## src/rtl/mem_port_arbiter.sv

```systemverilog
// mem_port_arbiter
//   Shares one single-port memory between instruction fetch (reads only) and the
//   load/store unit (reads and writes). At most one access is in flight. Read data
//   comes back from memory one cycle after acceptance and is routed to the owner.
//   The LSU has priority. A saturating starvation counter forces a fetch grant
//   after STARVE_LIMIT consecutive LSU grants while fetch is waiting. A fetch
//   response is suppressed if a flush arrives in its accept or response cycle.
//
// Ports
//   clk_i, rst_ni                 clock; synchronous active-low reset
//   if_req_valid_i/addr_i/ready_o fetch request channel
//   if_flush_i                    kills the pending fetch response
//   if_rsp_valid_o/addr_o/instr_o fetch response (PC and instruction)
//   ls_req_valid_i/we_i/be_i/
//     addr_i/wdata_i/ready_o      LSU request channel
//   ls_rsp_valid_o/rdata_o        LSU response (read data, or 0 for a write ack)
//   mem_req_o/we_o/be_o/addr_o/
//     wdata_o, mem_ready_i        memory request channel
//   mem_rdata_i                   memory read data, one cycle after acceptance
module mem_port_arbiter #(
    parameter int unsigned STARVE_LIMIT = 4,
    parameter int unsigned ADDR_W       = 32,
    parameter int unsigned DATA_W       = 32
) (
    input  logic                clk_i,
    input  logic                rst_ni,
    input  logic                if_req_valid_i,
    input  logic [ADDR_W-1:0]   if_req_addr_i,
    output logic                if_req_ready_o,
    input  logic                if_flush_i,
    output logic                if_rsp_valid_o,
    output logic [ADDR_W-1:0]   if_rsp_addr_o,
    output logic [DATA_W-1:0]   if_rsp_instr_o,
    input  logic                ls_req_valid_i,
    input  logic                ls_req_we_i,
    input  logic [DATA_W/8-1:0] ls_req_be_i,
    input  logic [ADDR_W-1:0]   ls_req_addr_i,
    input  logic [DATA_W-1:0]   ls_req_wdata_i,
    output logic                ls_req_ready_o,
    output logic                ls_rsp_valid_o,
    output logic [DATA_W-1:0]   ls_rsp_rdata_o,
    output logic                mem_req_o,
    output logic                mem_we_o,
    output logic [DATA_W/8-1:0] mem_be_o,
    output logic [ADDR_W-1:0]   mem_addr_o,
    output logic [DATA_W-1:0]   mem_wdata_o,
    input  logic                mem_ready_i,
    input  logic [DATA_W-1:0]   mem_rdata_i
);

    localparam int unsigned CntW = $clog2(STARVE_LIMIT + 1);
    localparam logic [CntW-1:0] CntMax = CntW'(STARVE_LIMIT);

    typedef enum logic [1:0] {StIdle, StIfInfl, StLsInfl} state_e;

    state_e            state_q;
    logic [CntW-1:0]   starve_cnt_q;
    logic              flush_pend_q;
    logic [ADDR_W-1:0] if_addr_q;
    logic              ls_we_q;

    logic if_win, ls_win, if_accept, ls_accept;

    // Grant. Gating with rst_ni keeps every request-side output low during reset.
    always_comb begin
        if_win    = rst_ni & if_req_valid_i & (~ls_req_valid_i | (starve_cnt_q == CntMax));
        ls_win    = rst_ni & ls_req_valid_i & ~if_win;
        if_accept = if_win & mem_ready_i;
        ls_accept = ls_win & mem_ready_i;

        if_req_ready_o = if_accept;
        ls_req_ready_o = ls_accept;
        mem_req_o      = if_win | ls_win;

        mem_we_o    = 1'b0;
        mem_be_o    = '0;
        mem_addr_o  = '0;
        mem_wdata_o = '0;
        if (if_win) begin
            mem_be_o   = '1;
            mem_addr_o = if_req_addr_i;
        end else if (ls_win) begin
            mem_we_o    = ls_req_we_i;
            mem_be_o    = ls_req_we_i ? ls_req_be_i : '1;
            mem_addr_o  = ls_req_addr_i;
            mem_wdata_o = ls_req_wdata_i;
        end
    end

    // Responses come straight off the memory data bus in the cycle after accept.
    always_comb begin
        if_rsp_valid_o = 1'b0;
        if_rsp_addr_o  = '0;
        if_rsp_instr_o = '0;
        ls_rsp_valid_o = 1'b0;
        ls_rsp_rdata_o = '0;
        if (rst_ni && state_q == StIfInfl) begin
            if_rsp_valid_o = ~(flush_pend_q | if_flush_i);
            if_rsp_addr_o  = if_addr_q;
            if_rsp_instr_o = mem_rdata_i;
        end
        if (rst_ni && state_q == StLsInfl) begin
            ls_rsp_valid_o = 1'b1;
            ls_rsp_rdata_o = ls_we_q ? '0 : mem_rdata_i;
        end
    end

    always_ff @(posedge clk_i) begin
        if (!rst_ni) begin
            state_q      <= StIdle;
            starve_cnt_q <= '0;
            flush_pend_q <= 1'b0;
            if_addr_q    <= '0;
            ls_we_q      <= 1'b0;
        end else begin
            // The in-flight slot always drains in one cycle; the new owner is
            // whoever was accepted this cycle.
            if (if_accept) begin
                state_q   <= StIfInfl;
                if_addr_q <= if_req_addr_i;
            end else if (ls_accept) begin
                state_q <= StLsInfl;
                ls_we_q <= ls_req_we_i;
            end else begin
                state_q <= StIdle;
            end

            // A flush in the accept cycle must outlive the response slot it would
            // otherwise be cleared by, so the set takes precedence.
            if (if_accept && if_flush_i) begin
                flush_pend_q <= 1'b1;
            end else if (state_q == StIfInfl) begin
                flush_pend_q <= 1'b0;
            end

            if (if_accept || !if_req_valid_i) begin
                starve_cnt_q <= '0;
            end else if (ls_accept && starve_cnt_q != CntMax) begin
                starve_cnt_q <= starve_cnt_q + CntW'(1);
            end
        end
    end

endmodule
```

## config.mk

```make
export PLATFORM = sky130hd
export DESIGN_NAME = mem_port_arbiter
export DESIGN_NICKNAME = d
export VERILOG_FILES = /design/src/rtl/mem_port_arbiter.sv
export SDC_FILE = /design/constraint.sdc
export NUM_CORES = 1
export LEC_CHECK = 0
export ABC_AREA = 1
export BUFFER_PORTS_ARGS = -buffer_cell sky130_fd_sc_hd__buf_2
export CORE_AREA = 2 2 119 121
export CTS_CLUSTER_SIZE = 30
export DETAILED_ROUTE_END_ITERATION = 16
export DIE_AREA = 0 0 121 123
export GPL_ROUTABILITY_DRIVEN = 0
export GPL_TIMING_DRIVEN = 0
export SLEW_MARGIN = 20
export SYNTH_ARGS = -nofsm -noshare
export SYNTH_HDL_FRONTEND = slang
export SYNTH_SLANG_ARGS = --single-unit
```

## constraint.sdc

```tcl
create_clock -name clk_i -period 3.45 [get_ports clk_i]
set_input_delay 0.5175 -clock clk_i [delete_from_list [all_inputs] [get_ports clk_i]]
set_output_delay 0.5175 -clock clk_i [all_outputs]
set_load 0.1 [all_outputs]
```

==> summary.md, run 1 <==
| Metric | Value |
|---|---|
| Number of enable flip-flop cells after synthesis | `0` |
| Flip-flop and latch count after synthesis | `39` |
| Maximum number of pins on one net before global-route repair | `13` |
| Result of the run | `finished, final reports clean` |
| CP Capture Type | `output port` |
| Clock Skew | `0.00385 ns` |
| Die area | `14900 sq um` |
| Hold_buf cts | `0` |
| Non-filler cells in the finished layout | `976` |
| Kind of launch point of the worst setup path | `flop` |
| Wire length of the first global-routing pass | `17.1 mm` |
| Number of standard cells after synthesis | `481` |
| Starting density of the core | `20.7%` |
| GR Util All Layers | `14.5%` |
| Total clock buffers created by CTS | `5` |
| Crit path required time | `2.93 ns` |
| Number of distinct library cell variants in the gate-level netlist after synthesis | `23` |
| Resized Gates After CTS | `0` |
| Y dimension of the die | `123 um` |
| Maximum single-stage delay on the critical path | `0.45 ns` |
| Max_cap viols | `0` |
| Maximum count of clock buffers along a single path | `2` |
| Power per cell area | `352 nW/um^2` |
| Number of warnings reported in the yosys synthesis log | `0` |
| Sum Neg Setup Slack | `0 ns` |
| Worst supply voltage drop on vdd | `0.000163 V` |
| Max Freq | `370 MHz` |
| Reg-to-reg startpoint | `starve_cnt_q[0]$_SDFFE_PP0P_` |
| Number of clock sinks | `39` |
| Number of buffers inserted by post-CTS setup repair | `0` |
| Buffers plus inverters on the worst setup path | `3` |
| Max-slew violations | `0` |
| Die width | `121 um` |
| Overflow after GRT | `0` |
| Net count of the mapped netlist | `622` |
| Vias per inst | `3.96` |
| Final setup violation count | `0` |
| H-Tree Level Count | `2` |
| Number of hold violations in the final report | `0` |
| Worst-path cell chain | `inv_1 > ha_1 > nand2_1 > nand2_1 > nand2_4 > nand2_1 > buf_4 > nor2_1 > buf_2` |
| Largest delay share family, worst path | `buffers and inverters` |
| Insertion delay of the later-clocked pin in the worst-skew pair | `0.28 ns` |
| Clock period minus final worst setup slack | `2.70 ns` |
| Number of standard-cell rows in the floorplan | `43` |
| Total number of nets in the final design | `936` |
| Final core utilization | `35.1%` |
| Beginning of the worst hold path | `flush_pend_q$_SDFFE_PN0P_` |
| Total number of vias | `3863` |
| Area delta synth->final | `69.1%` |
| Per-instance average area after synthesis | `5.87 sq um` |
| Setup repair after global routing missed its margin | `no` |
| Core area | `13600 sq um` |
| Slew at the pin with the worst max-slew slack | `0.583 ns` |
| Highest-count cells in the layout ignoring fill and taps | `316 x buf_2, 139 x inv_1, 115 x nor2_1` |
| Vias in the first global route | `3367` |
| Highest fanout seen on the critical path | `10` |
| Leading cell type in the layout, fill and taps excluded | `buf_2` |
| Final HPWL from detailed placement | `9.42 mm` |
| Iteration count of the initial detailed-routing pass | `5` |
| Worst hold path class | `reg2reg` |
| Number of antenna violations at the first check in global routing | `1` |
| Root cell of the clock tree | `clkbuf_16` |
| Prevailing post-synth register cell | `dfxtp_1` |
| DRC violations left | `0` |
| Remaining max-slew budget at the tightest pin | `61.1%` |
| Reg clk slew, reported paths | `0.06 ns` |
| Arrival time reported for the critical path endpoint | `2.18 ns` |
| Type of the worst setup path | `reg2out` |
| Placed cell count | `968` |
| Routed WL | `11.6 mm` |
| Antenna viol nets, final | `0` |
| Leakage power | `0.00305 uW` |
| Cell with the biggest individual delay on the critical path | `buf_2` |
| Post-route fraction of the period consumed by the critical path | `78.2%` |
| Area of the mapped netlist | `2820 sq um` |
| Fraction of final layout cells with drive strength greater than 1 | `45.9%` |
| Worst hold-check slack | `0.467 ns` |
| Fraction of registers with async set or reset after synthesis | `0%` |
| Critical path's most frequent cell | `nand2_1` |
| Top-Level Pins | `309` |
| Critical path launch point | `starve_cnt_q[0]$_SDFFE_PP0P_` |
| Port Buf Inserts | `307` |
| CTS tree | `done` |
| Detailed Route Iter0 Violations | `149` |
| Routed length per placed instance | `11.9 um` |
| Sequential area share after synthesis | `27.7%` |
## path summary, 6_finish.rpt
check,end,slack (ns),cells after the start
min reg2reg,flush_pend_q$_SDFFE_PN0P_,0.47,2
min,flush_pend_q$_SDFFE_PN0P_,0.47,2
max,mem_wdata_o[14],0.75,9
max reg2reg,ls_we_q$_SDFFE_PN0P_,1.98,10
## metrics by stage
step	setup WS (ns)	power, uW	cell area, sq um
detailed placement	0.943	1170	4610
CTS	0.734	1700	4770
global placement	0.943	1170	4610
floorplan	-0.243	1010	2850
global route	0.559	1760	4770
finish	0.750	1680	4770
## cell type report
cell class / instances / area, sq um
Fill cell: 1510 / 8840
Clock buffer: 5 / 125
Timing Repair Buffer: 307 / 1540
Antenna cell: 1 / 2.50
Multi-Input combinational cell: 269 / 1300
Inverter: 142 / 533
Sequential cell: 39 / 781
Buffer: 31 / 233
Tap cell: 180 / 225
Clock inverter: 2 / 37.5
## cell usage after synthesis (3+ instances only)
cell type	instances	area (sq um)
buf_4	6	45.0
nor2_2	5	31.3
clkbuf_1	5	18.8
a21oi_1	4	20.0
nand3_1	34	170
inv_1	139	522
buf_2	9	45.0
buf_6	11	124
o22ai_1	32	200
nor2_1	125	469
inv_2	3	11.3
o21ai_0	36	180
dfxtp_1	39	781
nand2_1	20	75.1
## flip-flops by register name, summed over array words and instances, names as in the netlist
| signal | flops |
|---|---|
| starve_cnt_q | 3 |
| if_addr_q | 32 |
| state_q | 2 |
| ls_we_q | 1 |
| flush_pend_q | 1 |
## worst register-to-register path, delay by kind of cell, from the launching register on
kind / cells / cell delay (ns)
fa+ha+maj: 1 / 0.19
buf+inv: 3 / 0.27
flops: 1 / 0.35
simple gates: 6 / 0.63
## metal layers
metal,share of wire [%],vias up,GRT usage (%)
met5,0,-,0
met4,1.2,0,3.71
met3,7.6,9,2.26
met2,49,178,26.3
met1,42,1620,17.9
li1,-,2056,-
## cells by family after synthesis
family / share of synthesized area [%]
simple gates: 29.8
buf+inv: 27.1
compound gates: 14.2
flops: 27.7
fa+ha+maj: 0.886
xor+xnor: 0.310
## report_power, final
group / leakage, uW / internal, uW / switching, uW
combinational: 0.00266 / 144 / 547
sequential: 0.000317 / 466 / 4.02
clock: 0.0000759 / 337 / 185
Note: power is estimated with default switching activity, not from simulation.
==> inputs of run 2 (changes only) <==
Clock period 3.45 ns to 2.2 ns, I/O delays scaled along.
==> run 2 against run 1 <==
Global-route usage rose by 2.7 points. Routed wire length is 18% higher. Non-clock buffer count did not move. Worst hold slack got worse by 0.16 ns. Critical path depth is the same. Die area stayed put. Clock power is 41% higher. Utilization up 14 points. Combinational power increased by 110%. First-iteration DRC count is 33% lower. Cell area is 40% higher. Register-to-register slack worse by 1.2 ns. Critical endpoint is now mem_addr_o[12]. Largest cell class unchanged.
==> summary.md, run 2 (synthesis results as in run 1) <==
| Metric | Value |
|---|---|
| Result of the run | `finished, final reports clean` |
| Fraction of final layout cells with drive strength greater than 1 | `65.5%` |
| Worst hold-check slack | `0.304 ns` |
| Starting density of the core | `20.7%` |
| Number of standard-cell rows in the floorplan | `43` |
| Die width | `121 um` |
| Post-route fraction of the period consumed by the critical path | `98.2%` |
| Number of hold violations in the final report | `0` |
| Max FFs per register | `32` |
| Remaining max-slew budget at the tightest pin | `54.2%` |
| Worst supply voltage drop on vdd | `0.000314 V` |
| Largest register by flop count | `if_addr_q` |
| Number of antenna violations at the first check in global routing | `1` |
| Highest fanout seen on the critical path | `10` |
| Maximum number of pins on one net before global-route repair | `15` |
| DRC violations left | `0` |
| Overflow after GRT | `0` |
| Worst hold path class | `in2reg` |
| Cell with the biggest individual delay on the critical path | `dfxtp_2` |
| Type of the worst setup path | `reg2out` |
| Area delta synth->final | `137%` |
| Routed length per placed instance | `14.0 um` |
| GR Util All Layers | `17.2%` |
| Crit path required time | `1.87 ns` |
| Clock Skew | `0.00611 ns` |
| Total clock buffers created by CTS | `5` |
| Total number of vias | `4037` |
| Hold_buf cts | `0` |
| Top flop regs | `if_addr_q x32, starve_cnt_q x3, state_q x2` |
| Top-Level Pins | `309` |
| Vias in the first global route | `3897` |
| Die area | `14900 sq um` |
| Power per cell area | `435 nW/um^2` |
| Total number of nets in the final design | `936` |
| CP Capture Type | `output port` |
| Root cell of the clock tree | `clkbuf_16` |
| Antenna viol nets, final | `0` |
| Routed WL | `13.7 mm` |
| Slew at the pin with the worst max-slew slack | `0.686 ns` |
| Iteration count of the initial detailed-routing pass | `4` |
| Final HPWL from detailed placement | `10.5 mm` |
| Final-layout fill cell count | `1323` |
| Worst-path cell chain | `inv_1 > ha_1 > nand2_2 > nand2_4 > nand2_8 > buf_6 > nand3_1 > o21ai_4 > buf_12` |
| Maximum count of clock buffers along a single path | `2` |
| Leakage power | `0.00330 uW` |
| Reg clk slew, reported paths | `0.06 ns` |
| Worst r2r path cells | `8` |
| Maximum single-stage delay on the critical path | `0.34 ns` |
| Final core utilization | `49.1%` |
| Kind of launch point of the worst setup path | `flop` |
| Max-slew violations | `0` |
| Arrival time reported for the critical path endpoint | `1.83 ns` |
| Detailed Route Iter0 Violations | `100` |
| Number of clock sinks | `39` |
| Depth of the worst hold-timing path | `3` |
| Leading cell type in the layout, fill and taps excluded | `buf_2` |
| Final setup violation count | `0` |
| Insertion delay of the later-clocked pin in the worst-skew pair | `0.28 ns` |
| CTS tree | `done` |
| Y dimension of the die | `123 um` |
| Max_cap viols | `0` |
| Clock period minus final worst setup slack | `2.16 ns` |
| Core area | `13600 sq um` |
| Wire length of the first global-routing pass | `20.1 mm` |
| Max Freq | `463 MHz` |
| H-Tree Level Count | `2` |
| Port Buf Inserts | `307` |
| Highest-count cells in the layout ignoring fill and taps | `191 x buf_2, 139 x inv_1, 67 x nor2_2` |
| Vias per inst | `4.13` |
-- run 2: layout make-up --
class	count	area, sq um	area share, %
flip-flops and latches	39	782	11.7
diodes	1	2.50	0.0374
clock buffers	5	125	1.87
well taps	180	225	3.37
multi-input cells	269	2190	32.7
repair buffers	308	2500	37.3
clock inverters	3	23.8	0.355
inverters	142	538	8.04
plain buffers	30	307	4.58
-- run 2: per-stage QoR --
stage               area [sq um]  power [uW]  std cells  TNS [ns]  setup WS [ns]
CTS                         6480        2920        977   -0.0432        -0.0136
global route                6690        3030        977   -0.0848        -0.0601
finish                      6690        2910        977         0         0.0392
global placement            5400        1960        968     -7.49         -0.259
detailed placement          5400        1970        968     -7.82         -0.266
floorplan                   3640        1710        481    -15.39         -0.678
-- run 2: final timing paths --
| check | start | endpoint | slack [ns] |
|---|---|---|---|
| worst min register to register | flush_pend_q$_SDFFE_PN0P_ | flush_pend_q$_SDFFE_PN0P_ | 0.47 |
| worst max register to register | starve_cnt_q[0]$_SDFFE_PP0P_ | if_addr_q[31]$_SDFFE_PN0P_ | 0.76 |
| worst max-delay path | starve_cnt_q[0]$_SDFFE_PP0P_ | mem_addr_o[12] | 0.04 |
| worst min-delay path | rst_ni | flush_pend_q$_SDFFE_PN0P_ | 0.30 |
-- run 2: repair_timing --
action / CTS / global route
resized for setup: 259 / 68
buffers inserted: 1 / 0
endpoints found under the setup margin: 78 / 111
pin swaps: 1 / 2
-- run 2: critical path: cells and delay by family (launching register included) --
kind,cells,cell delay [ns]
compound gates,1,0.12
fa+ha+maj,1,0.20
flops,1,0.34
buf+inv,3,0.41
simple gates,4,0.46
-- run 2: layer usage --
layer	up-vias	wire, um	track usage [%]
li1	2059	-	-
met1	1779	5190	19.9
met2	187	7140	31.9
met3	12	1140	4.11
met4	0	197	4.29
met5	-	0	0
-- run 2: report_power, final --
group,leakage (uW),internal (uW),switching (uW)
Sequential,0.000317,730,6.39
Clock,0.0000664,424,314
Combinational,0.00292,432,1000
Total,0.00330,1590,1320
==> inputs of run 3 (changes only) <==
Settings changed: CORE_AREA 2 2 119 121 to 5 5 115 117, DIE_AREA 0 0 121 123 to 0 0 120 122, SETUP_SLACK_MARGIN from default to 0.3.
==> run 3 against run 2 <==
Critical path depth stayed put. Clock-buffer cell count stayed put. Fmax is 4.3% higher. Routed wire length is 27% higher. Flip-flop and latch count stayed put. Sequential share of layout area is 2.2 points lower. Worst hold slack better by 0.010 ns. Setup slack better by 0.090 ns.
==> summary.md, run 3 (synthesis results as in run 1) <==
| Metric | Value |
|---|---|
| Placed cell count | `938` |
| Insertion delay of the later-clocked pin in the worst-skew pair | `0.28 ns` |
| Type of the worst setup path | `reg2out` |
| Worst hold-check slack | `0.314 ns` |
| Worst supply voltage drop on vdd | `0.000329 V` |
| Largest register by flop count | `if_addr_q` |
| Total number of vias | `4421` |
| Arrival time reported for the critical path endpoint | `1.74 ns` |
| CTS tree | `done` |
| Crit path required time | `1.87 ns` |
| Remaining max-slew budget at the tightest pin | `66.4%` |
| Post-route fraction of the period consumed by the critical path | `94.1%` |
| Buffers plus inverters on the worst setup path | `4` |
| Worst hold path class | `in2reg` |
| Starting density of the core | `23.0%` |
| Hold_buf cts | `0` |
| Iteration count of the initial detailed-routing pass | `5` |
| Non-filler cells in the finished layout | `973` |
| Wire length of the first global-routing pass | `24.0 mm` |
| H-Tree Level Count | `2` |
| Die width | `120 um` |
| Slew at the pin with the worst max-slew slack | `0.507 ns` |
| DRC violations left | `0` |
| Number of standard-cell rows in the floorplan | `41` |
| Overflow after GRT | `0` |
| Reg clk slew, reported paths | `0.06 ns` |
| Highest-count cells in the layout ignoring fill and taps | `142 x buf_2, 134 x inv_1, 109 x buf_12` |
| Largest delay share family, worst path | `buffers and inverters` |
| Vias in the first global route | `4333` |
| Maximum number of pins on one net before global-route repair | `14` |
| Kind of launch point of the worst setup path | `flop` |
| Setup repair after global routing missed its margin | `yes` |
| Highest fanout seen on the critical path | `7` |
| Die area | `14600 sq um` |
| Top flop regs | `if_addr_q x32, starve_cnt_q x3, state_q x2` |
| Power per cell area | `378 nW/um^2` |
| Max FFs per register | `32` |
| Result of the run | `finished, final reports clean` |
| Antenna viol nets, final | `0` |
| Max Freq | `483 MHz` |
| Total number of nets in the final design | `962` |
| Cell with the biggest individual delay on the critical path | `dfxtp_2` |
| Top-Level Pins | `309` |
| Final-layout fill cell count | `899` |
| Number of clock sinks | `39` |
| Clock period minus final worst setup slack | `2.07 ns` |
| Vias per inst | `4.54` |
| Routed length per placed instance | `17.9 um` |
| Routed WL | `17.4 mm` |
| Fraction of final layout cells with drive strength greater than 1 | `65.8%` |
| Share of total power in the clock network | `23.0%` |
| Leakage power | `0.00378 uW` |
| GR Util All Layers | `20.7%` |
| Clock Skew | `0.00706 ns` |
| Core area | `12300 sq um` |
| Root cell of the clock tree | `clkbuf_16` |
| Area delta synth->final | `193%` |
| Port Buf Inserts | `307` |
| Total net switching power | `1400 uW` |
| Final setup violation count | `0` |
| Maximum single-stage delay on the critical path | `0.32 ns` |
| Max_cap viols | `0` |
| Final HPWL from detailed placement | `11.2 mm` |
| Net Sw Frac | `44.6%` |
| Y dimension of the die | `122 um` |
| Relative contribution of combinational cells to total power | `53.4%` |
| Leading cell type in the layout, fill and taps excluded | `buf_2` |
| Internal power of the cells | `1730 uW` |
| Max-slew violations | `0` |
| Sequential share of power | `23.5%` |
| Number of antenna violations at the first check in global routing | `1` |
| Total clock buffers created by CTS | `5` |
| Number of hold violations in the final report | `0` |
| CP Capture Type | `output port` |
| Maximum count of clock buffers along a single path | `2` |
| Detailed Route Iter0 Violations | `179` |
| Worst-path cell chain | `inv_2 > ha_4 > nand2_4 > nand2_8 > buf_12 > nand2_8 > clkbuf_16 > o21ai_4 > buf_12` |
| Worst-case register-to-register setup slack | `0.64 ns` |
==> run 3: routing by layer <==
metal	routed length, um	part of all wire (%)	vias up	GRT usage, %
li1	-	-	2121	-
met1	6080	35	2069	22.4
met2	9550	55	201	39.4
met3	1380	7.9	30	5.29
met4	386	2.2	0	6.01
met5	0	0	-	0
==> run 3: power by group through the flow <==
stage          logic [uW]  registers (uW)  clock network, uW
6_report             1670             737                721
5_1_grt              1730             738                780
4_1_cts              1600             737                746
3_5_place_dp         1270             753                  0
3_3_place_gp         1260             752                  0
2_1_floorplan        1010             752                  0
==> run 3: path summary, 6_finish.rpt <==
kind                           startpoint                         end  cells after the start
max          starve_cnt_q[0]$_SDFFE_PP0P_               mem_addr_o[8]                      9
min                                rst_ni   flush_pend_q$_SDFFE_PN0P_                      3
max reg2reg  starve_cnt_q[0]$_SDFFE_PP0P_  if_addr_q[25]$_SDFFE_PN0P_                     10
min reg2reg    if_addr_q[17]$_SDFFE_PN0P_  if_addr_q[17]$_SDFFE_PN0P_                      2
==> run 3: cell type report <==
type                            count  area [sq um]  area share [%]
Buffer                             31           447            5.40
Clock buffer                        5           125            1.51
Tap cell                          150           188            2.27
Clock inverter                      3          20.0           0.242
Antenna cell                        1          2.50          0.0302
Sequential cell                    39           787            9.51
Multi-Input combinational cell    271          2520            30.4
Inverter                          142           544            6.57
Timing Repair Buffer              331          3650            44.1
==> run 3: stage by stage <==
step / utilization (%) / area, sq um / TNS, ns / setup WS, ns / total power (uW)
floorplan: - / 3970 / -19.02 / -0.313 / 1760
global placement: 46.4 / 5690 / -0.955 / -0.199 / 2020
global route: 67.5 / 8280 / 0 / 0.0569 / 3250
detailed placement: 46.4 / 5690 / -1.17 / -0.203 / 2020
CTS: 63.5 / 7780 / 0 / 0.111 / 3090
finish: 67.5 / 8280 / 0 / 0.129 / 3130
==> run 3: tightest hold or removal path, cell delays in order <==
cell	delay [ns]
buf_12	0.12
inv_6	0.05
a21oi_1	0.04
==> run 3: timing repair <==
item / 4_1_cts / 5_1_grt
endpoints found under the setup margin: 166 / 124
gates cloned: 8 / 4
endpoints found under the hold margin: 0 / 0
pin swaps: 14 / 6
setup buffers: 11 / 3
gates resized for setup: 477 / 97
